## config.mk

```make
export PLATFORM = sky130hd
export DESIGN_NAME = regfile_wr_sched
export DESIGN_NICKNAME = d
export VERILOG_FILES = /design/src/rtl/regfile_wr_sched.sv
export SDC_FILE = /design/constraint.sdc
export NUM_CORES = 1
export LEC_CHECK = 0
export CORE_ASPECT_RATIO = 1.4
export CORE_MARGIN = 2
export CORE_UTILIZATION = 47
export CTS_CLUSTER_SIZE = 30
export DETAILED_ROUTE_END_ITERATION = 10
export GPL_ROUTABILITY_DRIVEN = 0
export PLACE_DENSITY_LB_ADDON = 0.15
export SETUP_SLACK_MARGIN = 0.15
export SLEW_MARGIN = 20
export SYNTH_ARGS = -nofsm -noshare
export SYNTH_HDL_FRONTEND = slang
export SYNTH_SLANG_ARGS = --single-unit
```

## constraint.sdc

```tcl
create_clock -name dclk -period 4 [get_ports dclk]
set_clock_uncertainty 0.1 [all_clocks]
set_input_delay 0.4 -clock dclk [delete_from_list [all_inputs] [get_ports dclk]]
set_output_delay 0.4 -clock dclk [all_outputs]
set_load 0.005 [all_outputs]
```

## src/rtl/regfile_wr_sched.sv

```systemverilog
// Write-port scheduler for the 32x32 register file: arbitrates WB writes against
// queued load returns, tracks pending loads and raises ID stalls on RAW/WAW hazards.
module regfile_wr_sched #(
    parameter int LQ_DEPTH     = 2,
    parameter int STARVE_LIMIT = 4
) (
    input  logic        rst,
    input  logic        dclk,
    input  logic        wb_we_i,
    input  logic [4:0]  wb_waddr_i,
    input  logic [31:0] wb_wdata_i,
    input  logic        ld_valid_i,
    output logic        ld_ready_o,
    input  logic [4:0]  ld_rd_i,
    input  logic [31:0] ld_data_i,
    input  logic        iss_load_i,
    input  logic [4:0]  iss_rd_i,
    input  logic        id_re1_i,
    input  logic [4:0]  id_raddr1_i,
    input  logic        id_re2_i,
    input  logic [4:0]  id_raddr2_i,
    input  logic        id_rd_we_i,
    input  logic [4:0]  id_rd_i,
    output logic        stall_ID_o,
    output logic        hold_WB_o,
    output logic        rf_we_o,
    output logic [4:0]  rf_waddr_o,
    output logic [31:0] rf_wdata_o,
    output logic [31:0] pending_o
);

    localparam int PW = (LQ_DEPTH > 1) ? $clog2(LQ_DEPTH) : 1;
    localparam int CW = $clog2(LQ_DEPTH + 1);
    localparam int SW = (STARVE_LIMIT > 1) ? $clog2(STARVE_LIMIT) : 1;

    logic [4:0]    q_rd   [LQ_DEPTH];
    logic [31:0]   q_data [LQ_DEPTH];
    logic [PW-1:0] wr_ptr, rd_ptr;
    logic [CW-1:0] count, count_next;
    logic [SW-1:0] starve_cnt;
    logic [31:0]   pending, pending_next;
    logic          ld_ready, hold_wb;
    logic          empty, src_a, head_grant, push, store;

    assign empty      = (count == '0);
    assign push       = ld_valid_i && ld_ready;
    // Returns to x0 complete the handshake but never occupy a slot.
    assign store      = push && (ld_rd_i != 5'd0);
    assign src_a      = !rst && wb_we_i && (wb_waddr_i != 5'd0) && !hold_wb;
    assign head_grant = !rst && !src_a && !empty;

    always_comb begin
        // NOTE: every combinational output is defaulted first so no path can infer a latch.
        rf_we_o    = 1'b0;
        rf_waddr_o = '0;
        rf_wdata_o = '0;
        if (src_a) begin
            rf_we_o    = 1'b1;
            rf_waddr_o = wb_waddr_i;
            rf_wdata_o = wb_wdata_i;
        end else if (head_grant) begin
            rf_we_o    = 1'b1;
            rf_waddr_o = q_rd[rd_ptr];
            rf_wdata_o = q_data[rd_ptr];
        end
    end

    always_comb begin
        count_next = count;
        if (store)      count_next = count_next + CW'(1);
        if (head_grant) count_next = count_next - CW'(1);
    end

    // Clear is applied before set so a same-cycle re-issue keeps the bit.
    always_comb begin
        pending_next = pending;
        if (head_grant) pending_next[q_rd[rd_ptr]] = 1'b0;
        if (iss_load_i && (iss_rd_i != 5'd0)) pending_next[iss_rd_i] = 1'b1;
        pending_next[0] = 1'b0;
    end

    // NOTE: the queue storage is deliberately not reset; clearing the pointers and count empties it.
    always_ff @(posedge dclk) begin
        if (store) begin
            q_rd[wr_ptr]   <= ld_rd_i;
            q_data[wr_ptr] <= ld_data_i;
        end
    end

    always_ff @(posedge dclk or posedge rst) begin
        if (rst) begin
            wr_ptr     <= '0;
            rd_ptr     <= '0;
            count      <= '0;
            ld_ready   <= 1'b0;
            pending    <= '0;
            starve_cnt <= '0;
            hold_wb    <= 1'b0;
        end else begin
            // NOTE: state flops use non-blocking assignments so every update sees pre-edge values.
            if (store)      wr_ptr <= wr_ptr + PW'(1);
            if (head_grant) rd_ptr <= rd_ptr + PW'(1);
            count    <= count_next;
            ld_ready <= (count_next != CW'(LQ_DEPTH));
            pending  <= pending_next;
            if (!empty && !head_grant) begin
                if (starve_cnt == SW'(STARVE_LIMIT - 1)) begin
                    starve_cnt <= '0;
                    hold_wb    <= 1'b1;
                end else begin
                    starve_cnt <= starve_cnt + SW'(1);
                    hold_wb    <= 1'b0;
                end
            end else begin
                starve_cnt <= '0;
                hold_wb    <= 1'b0;
            end
        end
    end

    assign ld_ready_o = ld_ready;
    assign hold_WB_o  = hold_wb;
    assign pending_o  = pending;
    assign stall_ID_o = (id_re1_i   && pending[id_raddr1_i]) ||
                        (id_re2_i   && pending[id_raddr2_i]) ||
                        (id_rd_we_i && pending[id_rd_i]);

endmodule

```

Word-level counts from Yosys, hierarchy flattened
Memories as Yosys holds them, arrays and structs flattened.
Index checks and enable logic that the tools add are counted.
{"block": "totals", "reg_bits": 39, "ram_bits": 74, "inputBits": 102, "output_inout_bits": 73, "elab_cells": 77, "n_memories": 2}
{"block": "classes", "addsub": 5, "order_cmp": 7, "n_eq_ne": 2, "mux": 26, "bitwise_logic": 3, "reduce_logical": 25}
{"name": "q_data", "depth": 2, "width": 32, "read_ports": 1, "rd_clocked_by_memory_dff": 0, "wr": 1, "line": "37", "rtl": "logic [31:0] q_data [LQ_DEPTH];"}
{"name": "q_rd", "depth": 2, "width": 5, "read_ports": 1, "rd_clocked_by_memory_dff": 0, "wr": 1, "line": "36", "rtl": "logic [4:0] q_rd [LQ_DEPTH];"}
{"op": "32-bit two-way mux", "count": 4}
{"op": "32-bit bitwise AND", "count": 1}
{"op": "32-bit NOT", "count": 1}
{"op": "32-bit OR", "count": 1}
{"op": "5-bit by 6-bit less-than comparator with 1-bit output (second input constant)", "count": 5}
{"op": "1-bit binary-select mux with 5-bit select", "count": 3}
{"op": "5-bit nonzero test", "count": 3}
{"op": "1-bit logical AND", "count": 14}
{"op": "1-bit two-way mux", "count": 11}
{"op": "1-bit demux with 5-bit select", "count": 2}
{"op": "5-bit by 1-bit >= comparator with 1-bit output (second input constant)", "count": 2}
{"op": "5-bit two-way mux", "count": 2}
{"op": "2-bit two-way mux", "count": 4}
{"op": "1-bit zero test", "count": 5}
{"op": "2-bit by 1-bit adder with 2-bit output (second input constant)", "count": 2}
{"op": "1-bit adder (second input constant)", "count": 2}
{"op": "2-bit equality test (second input constant)", "count": 1}
{"op": "2-bit zero test", "count": 1}
{"op": "1-bit logical OR", "count": 2}
{"op": "2-bit inequality test (second input constant)", "count": 1}
{"op": "2-bit by 1-bit subtractor with 2-bit output (second input constant)", "count": 1}

Depth between registers and ports, before layout
Gate-level depths: netlist of the first run.
{"block": "logic_depth", "ltp_word": 10, "mapped_depth": 7, "ltp_nobuf": 6}

Worst setup path before layout of the first run
Ideal clock, no wire load.
{"block": "synth_path", "kind": "in2reg", "startpoint": "input port ld_rd_i[1]", "endpoint": "memory q_data[0][0], enable pin", "setup_ns": 0.436, "arrival_time_ns": 2.474, "required_time_ns": 3.464, "setup_slack_ns": 0.990, "cell_stages": 4, "path_buffers": 1, "cell_sequence": "or3_1 > o311a_1 > buf_2 > nor2b_1"}
{"block": "synth_via", "elab_chain_cells": 4}
{"item": "from (decl)", "line": "14", "rtl": "input logic [4:0] ld_rd_i,"}
{"item": "5-bit nonzero test", "line": "48", "rtl": "assign store = push && (ld_rd_i != 5'd0);"}
{"item": "1-bit logical AND", "line": "48"}
{"item": "1-bit two-way mux", "line": "84", "rtl": "if (store) begin"}
{"item": "1-bit two-way mux (implied by the code)", "line": "86", "rtl": "q_data[wr_ptr] <= ld_data_i;"}
{"item": "to (decl)", "line": "37"}
No other way between the ends.

Final worst setup path of the first run
{"block": "layout_path", "startpoint": "input port id_rd_i[2]", "endpoint": "output port stall_ID_o"}
{"block": "layout_via", "elab_chain_cells": 4}
{"item": "from (decl)", "line": "23", "rtl": "input logic [4:0] id_rd_i,"}
{"item": "1-bit binary-select mux with 5-bit select", "line": "126", "rtl": "(id_rd_we_i && pending[id_rd_i]);"}
{"item": "1-bit two-way mux (implied by the code)", "line": "126"}
{"item": "1-bit logical AND", "line": "126"}
{"item": "1-bit logical OR", "line": "125", "rtl": "(id_re2_i && pending[id_raddr2_i]) ||"}
{"item": "to (decl)", "line": "24", "rtl": "output logic stall_ID_o,"}
No other way between the ends. The select of a mux whose other input is x is not followed.

==> results by group, run 1 <==
Logic synthesis
  • Post-synthesis sequential area ratio: 56.27%
  • Post-Syn Area per Cell: 12.04 sq um
  • Async SR Flop Fraction: 34.51%
  • Most used flip-flop cell after synthesis: sky130_fd_sc_hd__edfxtp_1
  • Summed instance area of the synthesized netlist: 0.005683 sq mm
  • Mux cell area share after synthesis: 15.83%
  • Number of enable-type register cells in the synthesized netlist: 74
  • Xor and xnor area share after synthesis: 0.6165%
  • Complex-gate fraction of the synthesized area: 12.75%
  • Warnings from Yosys: 0
  • Share of synthesized cell area in and, or, nand and nor gates: 11.21%
  • Post-synthesis net count: 576
  • Netlist cell types: 55
  • Adder-cell share of the synthesized area: 0.4403%
  • Flip-flop and latch count after synthesis: 113
  • Gate Count Post-Synth: 472
  • Dominant combinational cell family by area after synthesis: multiplexers

Clock tree
  • Clock insertion delay at the later pin of the skew report: 0.40 ns
  • Post-cts repair resize count: 0
  • Count of hold buffers inserted by post-cts repair: 0
  • Maximum buffer depth of the clock tree: 2
  • Clock tree from TritonCTS: done
  • Clock tree root buffer cell: sky130_fd_sc_hd__clkbuf_16
  • H-tree depth reported by CTS: 4
  • Clk pin slew, worst setup/hold paths: 0.05 ns
  • Clock sink count: 113
  • Buffer count from post-CTS setup fixing: 0
  • Cts bufs inserted: 17

Floorplan
  • Die Height: 134.1 microns
  • IO Pins: 175
  • Die footprint: 0.01300 sq mm
  • DIE WIDTH: 96.94 microns
  • Initial cell density of the core: 48.08%
  • Placeable core region: 0.01182 sq mm
  • # rows: 47

Setup path
  • Kind of cell adding the most delay to the critical path: buffers and inverters
  • Most used cell along the critical path: sky130_fd_sc_hd__clkdlybuf4s50_1
  • Worst setup path class: in -> out
  • Buffers and inverters on the worst path: 2
  • Endpoint type of the worst setup path: output pin
  • Critical path's slowest cell: sky130_fd_sc_hd__clkdlybuf4s50_1
  • Crit Path Max Fanout: 8
  • Internal reg-to-reg setup slack: 1.28 ns
  • Stage delay of the slowest cell on the critical path: 0.70 ns
  • Launching element type of the critical path: input pin
  • CP required: 3.50 ns
  • Worst path cell trace: clkdlybuf4s50_1 > mux4_1 > mux2_2 > nand4b_1 > o311ai_1 > a2111o_1 > clkdlybuf4s50_1
  • Arr. time, crit path: 3.06 ns

Power and ir drop
  • Share of power burned in the clock network: 27.4%
  • Net load switching power: 1648 uW
  • Share of total power consumed by net switching: 31.20%
  • Power share of the combinational group: 35.8%
  • Worst vdd rail ir drop: 0.3757 mV
  • Static power due to leakage: 0.003020 uW
  • Share of power burned in registers: 36.8%
  • Internal power: 3635 uW
  • Overall power consumption: 5284 uW
  • Ratio of total power to cell area: 651.3 mW/mm^2

GRT
  • Initial antenna violation count: 0
  • Global-route met3 utilization: 7.504%
  • GRT Residual Overflow: 0
  • Met2 Use GR: 44.21%
  • Number of global-route vias before repair: 4890
  • GR peak layer: met2
  • Pin count of the biggest net entering global routing: 44
  • Global-route met1 utilization: 26.01%
  • Overall track demand over capacity in global routing: 25.04%
  • First-pass GRT wire length: 25240 microns

Timing
  • Post-layout min period: 3.557 ns
  • Measured slew at the worst slew-check pin: 0.9041 ns
  • Highest attainable clock frequency: 0.2811 GHz
  • Final count of negative-setup-slack endpoints: 0
  • RSZ-0062 raised after global routing: false
  • Fin crit share: 88.92%
  • Total negative setup slack: 0 ns
  • Relative slew slack: 39.73%
  • Endpoints failing hold: 0
  • Final max-slew violation count: 0

Drt
  • Detailed-route vias per instance: 5.805
  • DRT Wirelength: 15910 microns
  • Number of nets still failing antenna checks after routing: 0
  • DRT Pass-1 Iters: 5
  • Average wire per standard cell: 19.79 microns
  • Initial drt markers: 198
  • DRC: 0
  • Via count: 4667

Final layout
  • Most frequent cells in the layout: sky130_fd_sc_hd__clkdlybuf4s50_1, sky130_fd_sc_hd__o21ai_0, sky130_fd_sc_hd__edfxtp_1
  • Most frequent standard cell in the layout excluding fill and tap cells: sky130_fd_sc_hd__clkdlybuf4s50_1
  • Share of cells above drive strength 1: 8.371%
  • Layout Nets: 749
  • Antenna diode instance count: 0
  • Synth-to-Final Area Change: 42.76%

Min path
  • Class of the most critical hold timing path: reg -> reg

Flow run
  • Max_cap viols: 0

Place
  • Count of input and output buffers: 173
  • Hpwl dp: 11890 microns

Status
  • Result of the run: complete, no violations
==> power by group through the flow <==
stage / sequential, uW / clock (uW) / combinational, uW
after CTS: 1940 / 1480 / 1900
final: 1940 / 1450 / 1890
after detailed placement: 1950 / 0 / 1890
after global routing: 1980 / 1540 / 2050
after floorplan: 1850 / 0 / 984
after global placement: 1930 / 0 / 1840
==> through the flow <==
step | setup WS [ns] | area, sq um | utilization, % | hold WS [ns] | instances
after floorplan | 0.9901 | 5683 | - | 0.3160 | 472
after global placement | 0.4729 | 7538 | 63.78 | 0.3270 | 773
after detailed placement | 0.4657 | 7538 | 63.78 | 0.3349 | 773
after CTS | 0.4643 | 8113 | 68.64 | 0.3442 | 804
after global routing | 0.3983 | 8113 | 68.64 | 0.3789 | 804
final | 0.4431 | 8113 | 68.64 | 0.3513 | 804
==> metal layers <==
metal,wire (microns),up-vias
met1,5557,2225
li1,-,2166
met2,8515,223
met3,1061,53
met4,778,0
met5,0,-
==> synthesized netlist by cell type (2+ instances only) <==
library cell                instances  share of area (%)
sky130_fd_sc_hd__o22ai_1            2               0.22
sky130_fd_sc_hd__nand4_1            6               0.66
sky130_fd_sc_hd__nor2b_1            5               0.55
sky130_fd_sc_hd__nand3_1           24                2.1
sky130_fd_sc_hd__o32ai_1            2               0.31
sky130_fd_sc_hd__or3_1              6               0.66
sky130_fd_sc_hd__buf_1              4               0.26
sky130_fd_sc_hd__mux4_2            10                4.0
sky130_fd_sc_hd__ha_1               2               0.44
sky130_fd_sc_hd__inv_1             10               0.66
sky130_fd_sc_hd__buf_2              5               0.44
sky130_fd_sc_hd__mux2_2             4               0.79
sky130_fd_sc_hd__nor2_1             5               0.33
sky130_fd_sc_hd__mux4_1             3                1.4
sky130_fd_sc_hd__nor3b_1            2               0.26
sky130_fd_sc_hd__buf_6              2               0.40
sky130_fd_sc_hd__o311ai_0           2               0.31
sky130_fd_sc_hd__o21a_1             2               0.26
sky130_fd_sc_hd__nand2b_1           8               0.88
sky130_fd_sc_hd__nand3b_1           2               0.26
sky130_fd_sc_hd__o21ai_0           81                7.1
sky130_fd_sc_hd__mux2i_1           55                9.7
sky130_fd_sc_hd__o2bb2ai_1          8                1.2
sky130_fd_sc_hd__and2_1             5               0.55
sky130_fd_sc_hd__nand2_1           48                3.2
sky130_fd_sc_hd__a21oi_1            8               0.70
sky130_fd_sc_hd__o31ai_1            2               0.26
sky130_fd_sc_hd__edfxtp_1          74                 39
sky130_fd_sc_hd__nand4b_1           2               0.31
sky130_fd_sc_hd__dfrtp_1           39                 17
sky130_fd_sc_hd__a22oi_1            4               0.53
sky130_fd_sc_hd__xnor2_1            3               0.46
sky130_fd_sc_hd__clkbuf_1          14               0.92
sky130_fd_sc_hd__a31oi_1            2               0.22
==> logic make-up after synthesis <==
kind of cell | Yosys count
compound gates | 123
simple gates | 121
flops | 113
mux | 72
buf+inv | 36
xor+xnor | 4
fa+ha+maj | 2
other cells | 1
==> state kept, by name, indices dropped and copies added, names as in the netlist <==
signal / count
hold_WB_o: 1
wr_ptr: 1
count: 2
pending_o: 31
rd_ptr: 1
starve_cnt: 2
ld_ready_o: 1
q_rd: 10
q_data: 64
==> final cells by class <==
| class | count | area (sq um) |
|---|---|---|
| Multi-Input combinational cell | 323 | 2333 |
| Timing Repair Buffer | 180 | 1784 |
| Inverter | 10 | 37.54 |
| Fill cell | 877 | 3707 |
| Tap cell | 147 | 183.9 |
| Sequential cell | 113 | 3199 |
| Clock buffer | 18 | 429.2 |
| Clock inverter | 13 | 145.1 |
==> final timing paths <==
kind | startpoint | to | cells after the start
worst max-delay path | id_rd_i[2] | stall_ID_o | 7
worst min register to register | starve_cnt[0]$_DFF_PP0_ | starve_cnt[0]$_DFF_PP0_ | 1
worst max register to register | rd_ptr$_DFFE_PP0P_ | pending_o[16]$_DFF_PP0_ | 6
min in group asynchronous | rst | wr_ptr$_DFFE_PP0N_ | 3
worst min-delay path | starve_cnt[0]$_DFF_PP0_ | starve_cnt[0]$_DFF_PP0_ | 1
max in group asynchronous | rst | rd_ptr$_DFFE_PP0P_ | 3
==> worst register-to-register path: cells and delay by family, from the launching register on <==
| kind | cells | cell delay (ns) |
|---|---|---|
| flops | 1 | 0.36 |
| compound gates | 2 | 0.43 |
| mux | 1 | 0.53 |
| simple gates | 2 | 0.61 |
| buf+inv | 1 | 0.55 |
Power figures use the tool's default switching activity.
==> run 2: changes to the inputs <==
--- a/config.mk
+++ b/config.mk
@@ -5,6 +5,7 @@
 export SDC_FILE = /design/constraint.sdc
 export NUM_CORES = 1
 export LEC_CHECK = 0
+export ABC_AREA = 0
 export CORE_ASPECT_RATIO = 1.4
 export CORE_MARGIN = 2
 export CORE_UTILIZATION = 47
==> results of run 2 <==
The final DEF is identical to that of run 1; final timing and power are the same.
==> run 3: changes to the inputs <==
--- a/config.mk
+++ b/config.mk
@@ -6,7 +6,7 @@
 export NUM_CORES = 1
 export LEC_CHECK = 0
 export ABC_AREA = 0
-export CORE_ASPECT_RATIO = 1.4
+export CORE_ASPECT_RATIO = 1.25
 export CORE_MARGIN = 2
 export CORE_UTILIZATION = 47
 export CTS_CLUSTER_SIZE = 30
==> run 3 against run 2 <==
Clock-buffer cell count rose by 1. Flip-flop and latch count is the same. First-iteration DRC count is 6.6% higher. Sequential share of layout area down 0.41 points. Non-clock buffer count unchanged. Sequential power hardly changed. Power grew 2.7%. Critical path depth stayed put. Worst setup slack worse by 0.0057 ns. Final cell count increased by 1.9%. Wire length down 0.87%. Largest cell class unchanged. Highest routed layer unchanged.
==> results by group, run 3 (synthesized netlist as in run 1, its figures left out) <==
Floorplan
  • Die Height: 126.9 microns (was 134.1 microns)
  • IO Pins: 175 (unchanged)
  • Placeable core region: 0.01173 sq mm (was 0.01182 sq mm)
  • Initial cell density of the core: 48.46% (was 48.08%)
  • Die footprint: 0.01299 sq mm (was 0.01300 sq mm)
  • DIE WIDTH: 102.4 microns (was 96.94 microns)
  • # rows: 44 (was 47)

Setup path
  • R2R depth: 6 (unchanged)
  • Critical path's slowest cell: sky130_fd_sc_hd__clkdlybuf4s50_1 (unchanged)
  • CP required: 3.50 ns (about the same)
  • Most used cell along the critical path: sky130_fd_sc_hd__clkdlybuf4s50_1 (unchanged)
  • Launching element type of the critical path: input pin (unchanged)
  • Stage delay of the slowest cell on the critical path: 0.71 ns (was 0.70 ns)
  • Worst setup path class: in -> out (unchanged)
  • Arr. time, crit path: 3.06 ns (about the same)
  • Endpoint type of the worst setup path: output pin (unchanged)
  • Crit Path Max Fanout: 8 (unchanged)
  • Endpoint of the worst register-to-register path: pending_o[4]$_DFF_PP0_ (was pending_o[16]$_DFF_PP0_)
  • Worst path cell trace: clkdlybuf4s50_1 > mux4_1 > mux2_2 > nand4b_1 > o311ai_1 > a2111o_1 > clkdlybuf4s50_1 (unchanged)
  • Internal reg-to-reg setup slack: 1.42 ns (was 1.28 ns)
  • Reg-to-reg critical path startpoint: rd_ptr$_DFFE_PP0P_ (unchanged)

Min path
  • Class of the most critical hold timing path: reg -> reg (unchanged)
  • Worst Hold Launch: starve_cnt[0]$_DFF_PP0_ (unchanged)
  • Hold depth: 1 (unchanged)
  • Hold Path Sink: starve_cnt[0]$_DFF_PP0_ (unchanged)

Timing
  • Worst Hold Slack: 0.3551 ns (was 0.3513 ns)
  • Final count of negative-setup-slack endpoints: 0 (unchanged)
  • Relative slew slack: 40.32% (was 39.73%)
  • Measured slew at the worst slew-check pin: 0.8952 ns (was 0.9041 ns)
  • Highest attainable clock frequency: 0.2807 GHz (was 0.2811 GHz)
  • RSZ-0062 raised after global routing: false (unchanged)
  • Endpoints failing hold: 0 (unchanged)
  • Post-layout min period: 3.563 ns (was 3.557 ns)
  • Total negative setup slack: 0 ns (unchanged)
  • Final max-slew violation count: 0 (unchanged)
  • Fin crit share: 89.06% (was 88.92%)

Clock tree
  • Clock insertion delay at the later pin of the skew report: 0.40 ns (about the same)
  • Clock sink count: 113 (unchanged)
  • Clock tree from TritonCTS: done (unchanged)
  • Count of hold buffers inserted by post-cts repair: 0 (unchanged)
  • Maximum buffer depth of the clock tree: 2 (unchanged)
  • Buffer count from post-CTS setup fixing: 0 (unchanged)
  • Clock tree root buffer cell: sky130_fd_sc_hd__clkbuf_16 (unchanged)
  • Cts bufs inserted: 17 (unchanged)
  • Clk pin slew, worst setup/hold paths: 0.05 ns (about the same)
  • H-tree depth reported by CTS: 4 (unchanged)

Power and ir drop
  • Internal power: 3773 uW (was 3635 uW)
  • Power share of the combinational group: 35.3% (was 35.8%)
  • Share of total power consumed by net switching: 30.47% (was 31.20%)
  • Share of power burned in registers: 35.7% (was 36.8%)
  • Worst vdd rail ir drop: 0.3427 mV (was 0.3757 mV)
  • Share of power burned in the clock network: 29.0% (was 27.4%)
  • Ratio of total power to cell area: 661.9 mW/mm^2 (was 651.3 mW/mm^2)
  • Net load switching power: 1653 uW (was 1648 uW)
  • Static power due to leakage: 0.003061 uW (was 0.003020 uW)

Final layout
  • Most frequent standard cell in the layout excluding fill and tap cells: sky130_fd_sc_hd__clkdlybuf4s50_1 (unchanged)
  • Non-Filler Cell Area, Final: 0.008198 sq mm (was 0.008113 sq mm)
  • Largest register by flop count: q_data (unchanged)
  • Synth-to-Final Area Change: 44.25% (was 42.76%)
  • Share of cells above drive strength 1: 8.511% (was 8.371%)
  • Layout Nets: 749 (unchanged)
  • Number of non-filler instances in the completed layout: 819 (was 804)
  • Most frequent cells in the layout: sky130_fd_sc_hd__clkdlybuf4s50_1, sky130_fd_sc_hd__o21ai_0, sky130_fd_sc_hd__edfxtp_1 (unchanged)
  • Util after Layout: 69.91% (was 68.64%)
  • Flip-flop count of the largest register after layout: 64 (unchanged)
  • Antenna diode instance count: 0 (unchanged)

Status
  • Result of the run: complete, no violations (unchanged)

Drt
  • DRT Pass-1 Iters: 5 (unchanged)
  • Via count: 4752 (was 4667)
  • Detailed-route vias per instance: 5.802 (was 5.805)
  • Average wire per standard cell: 19.26 microns (was 19.79 microns)
  • DRC: 0 (unchanged)
  • DRT Wirelength: 15770 microns (was 15910 microns)
  • Initial drt markers: 211 (was 198)
  • Number of nets still failing antenna checks after routing: 0 (unchanged)

Flow run
  • Max_cap viols: 0 (unchanged)

Place
  • Hpwl dp: 11650 microns (was 11890 microns)
  • Number of placed instances, taps included: 787 (was 773)
  • Count of input and output buffers: 173 (unchanged)
  • Area after DPL: 0.007569 sq mm (was 0.007538 sq mm)

GRT
  • Pin count of the biggest net entering global routing: 44 (unchanged)
  • Overall track demand over capacity in global routing: 25.21% (was 25.04%)
  • GRT Residual Overflow: 0 (unchanged)
  • Initial antenna violation count: 0 (unchanged)
  • First-pass GRT wire length: 24450 microns (was 25240 microns)
  • Number of global-route vias before repair: 4832 (was 4890)
-- run 3: how the worst max path moves through the flow --
| stage | endpoint | start | cells after the start | slack [ns] |
|---|---|---|---|---|
| global placement | stall_ID_o | id_rd_i[2] | 7 | 0.49 |
| CTS | rf_wdata_o[6] | wb_waddr_i[1] | 7 | 0.22 |
| global route | stall_ID_o | id_rd_i[2] | 7 | 0.33 |
| finish | stall_ID_o | id_rd_i[2] | 7 | 0.44 |
| detailed placement | rf_wdata_o[7] | wb_waddr_i[1] | 7 | 0.31 |
| floorplan | q_data[0][0]$_DFFE_PP_ | ld_rd_i[1] | 4 | 0.99 |
-- run 3: area by class of cell --
| class | instances | area (sq um) |
|---|---|---|
| multi-input cells | 323 | 2338 |
| inverters | 10 | 37.54 |
| clock buffers | 19 | 432.9 |
| repair buffers | 180 | 1797 |
| flip-flops and latches | 113 | 3199 |
| well taps | 161 | 201.4 |
| fillers | 864 | 3528 |
| clock inverters | 13 | 191.4 |
-- run 3: critical path: cells and delay by family --
kind / cells / cell delay [ns]
AND/OR/NAND/NOR: 1 / 0.10
multiplexers: 2 / 0.90
AO/OA/AOI/OAI: 2 / 0.50
buffers and inverters: 2 / 1.16
-- run 3: per-stage QoR --
stage | power [uW] | worst slack, ns
2_1_floorplan | 2839 | 0.9901
3_3_place_gp | 3789 | 0.4864
3_5_place_dp | 3865 | 0.3116
4_1_cts | 5459 | 0.2209
5_1_grt | 5712 | 0.3285
6_report | 5426 | 0.4374
-- run 3: routing by layer --
| metal | global-route usage [%] | wire length [microns] | vias to the layer above |
|---|---|---|---|
| met2 | 45.36 | 8570 | 239 |
| met3 | 5.675 | 926 | 44 |
| met5 | 0 | 0 | - |
| met1 | 26.63 | 5582 | 2307 |
| met4 | 14.04 | 694 | 0 |
| li1 | - | - | 2162 |
-- run 3: what timing repair did --
action / in CTS / in global routing
hold endpoints to repair: 0 / 0
gates resized for setup: 0 / 1
setup endpoints to repair: 0 / 6
-- run 3: power by group through the flow --
stage	logic (uW)	registers, uW	clock network [uW]
2_1_floorplan	984	1850	0
3_3_place_gp	1870	1920	0
3_5_place_dp	1910	1950	0
4_1_cts	1930	1930	1600
5_1_grt	2080	1980	1650
6_report	1910	1940	1570
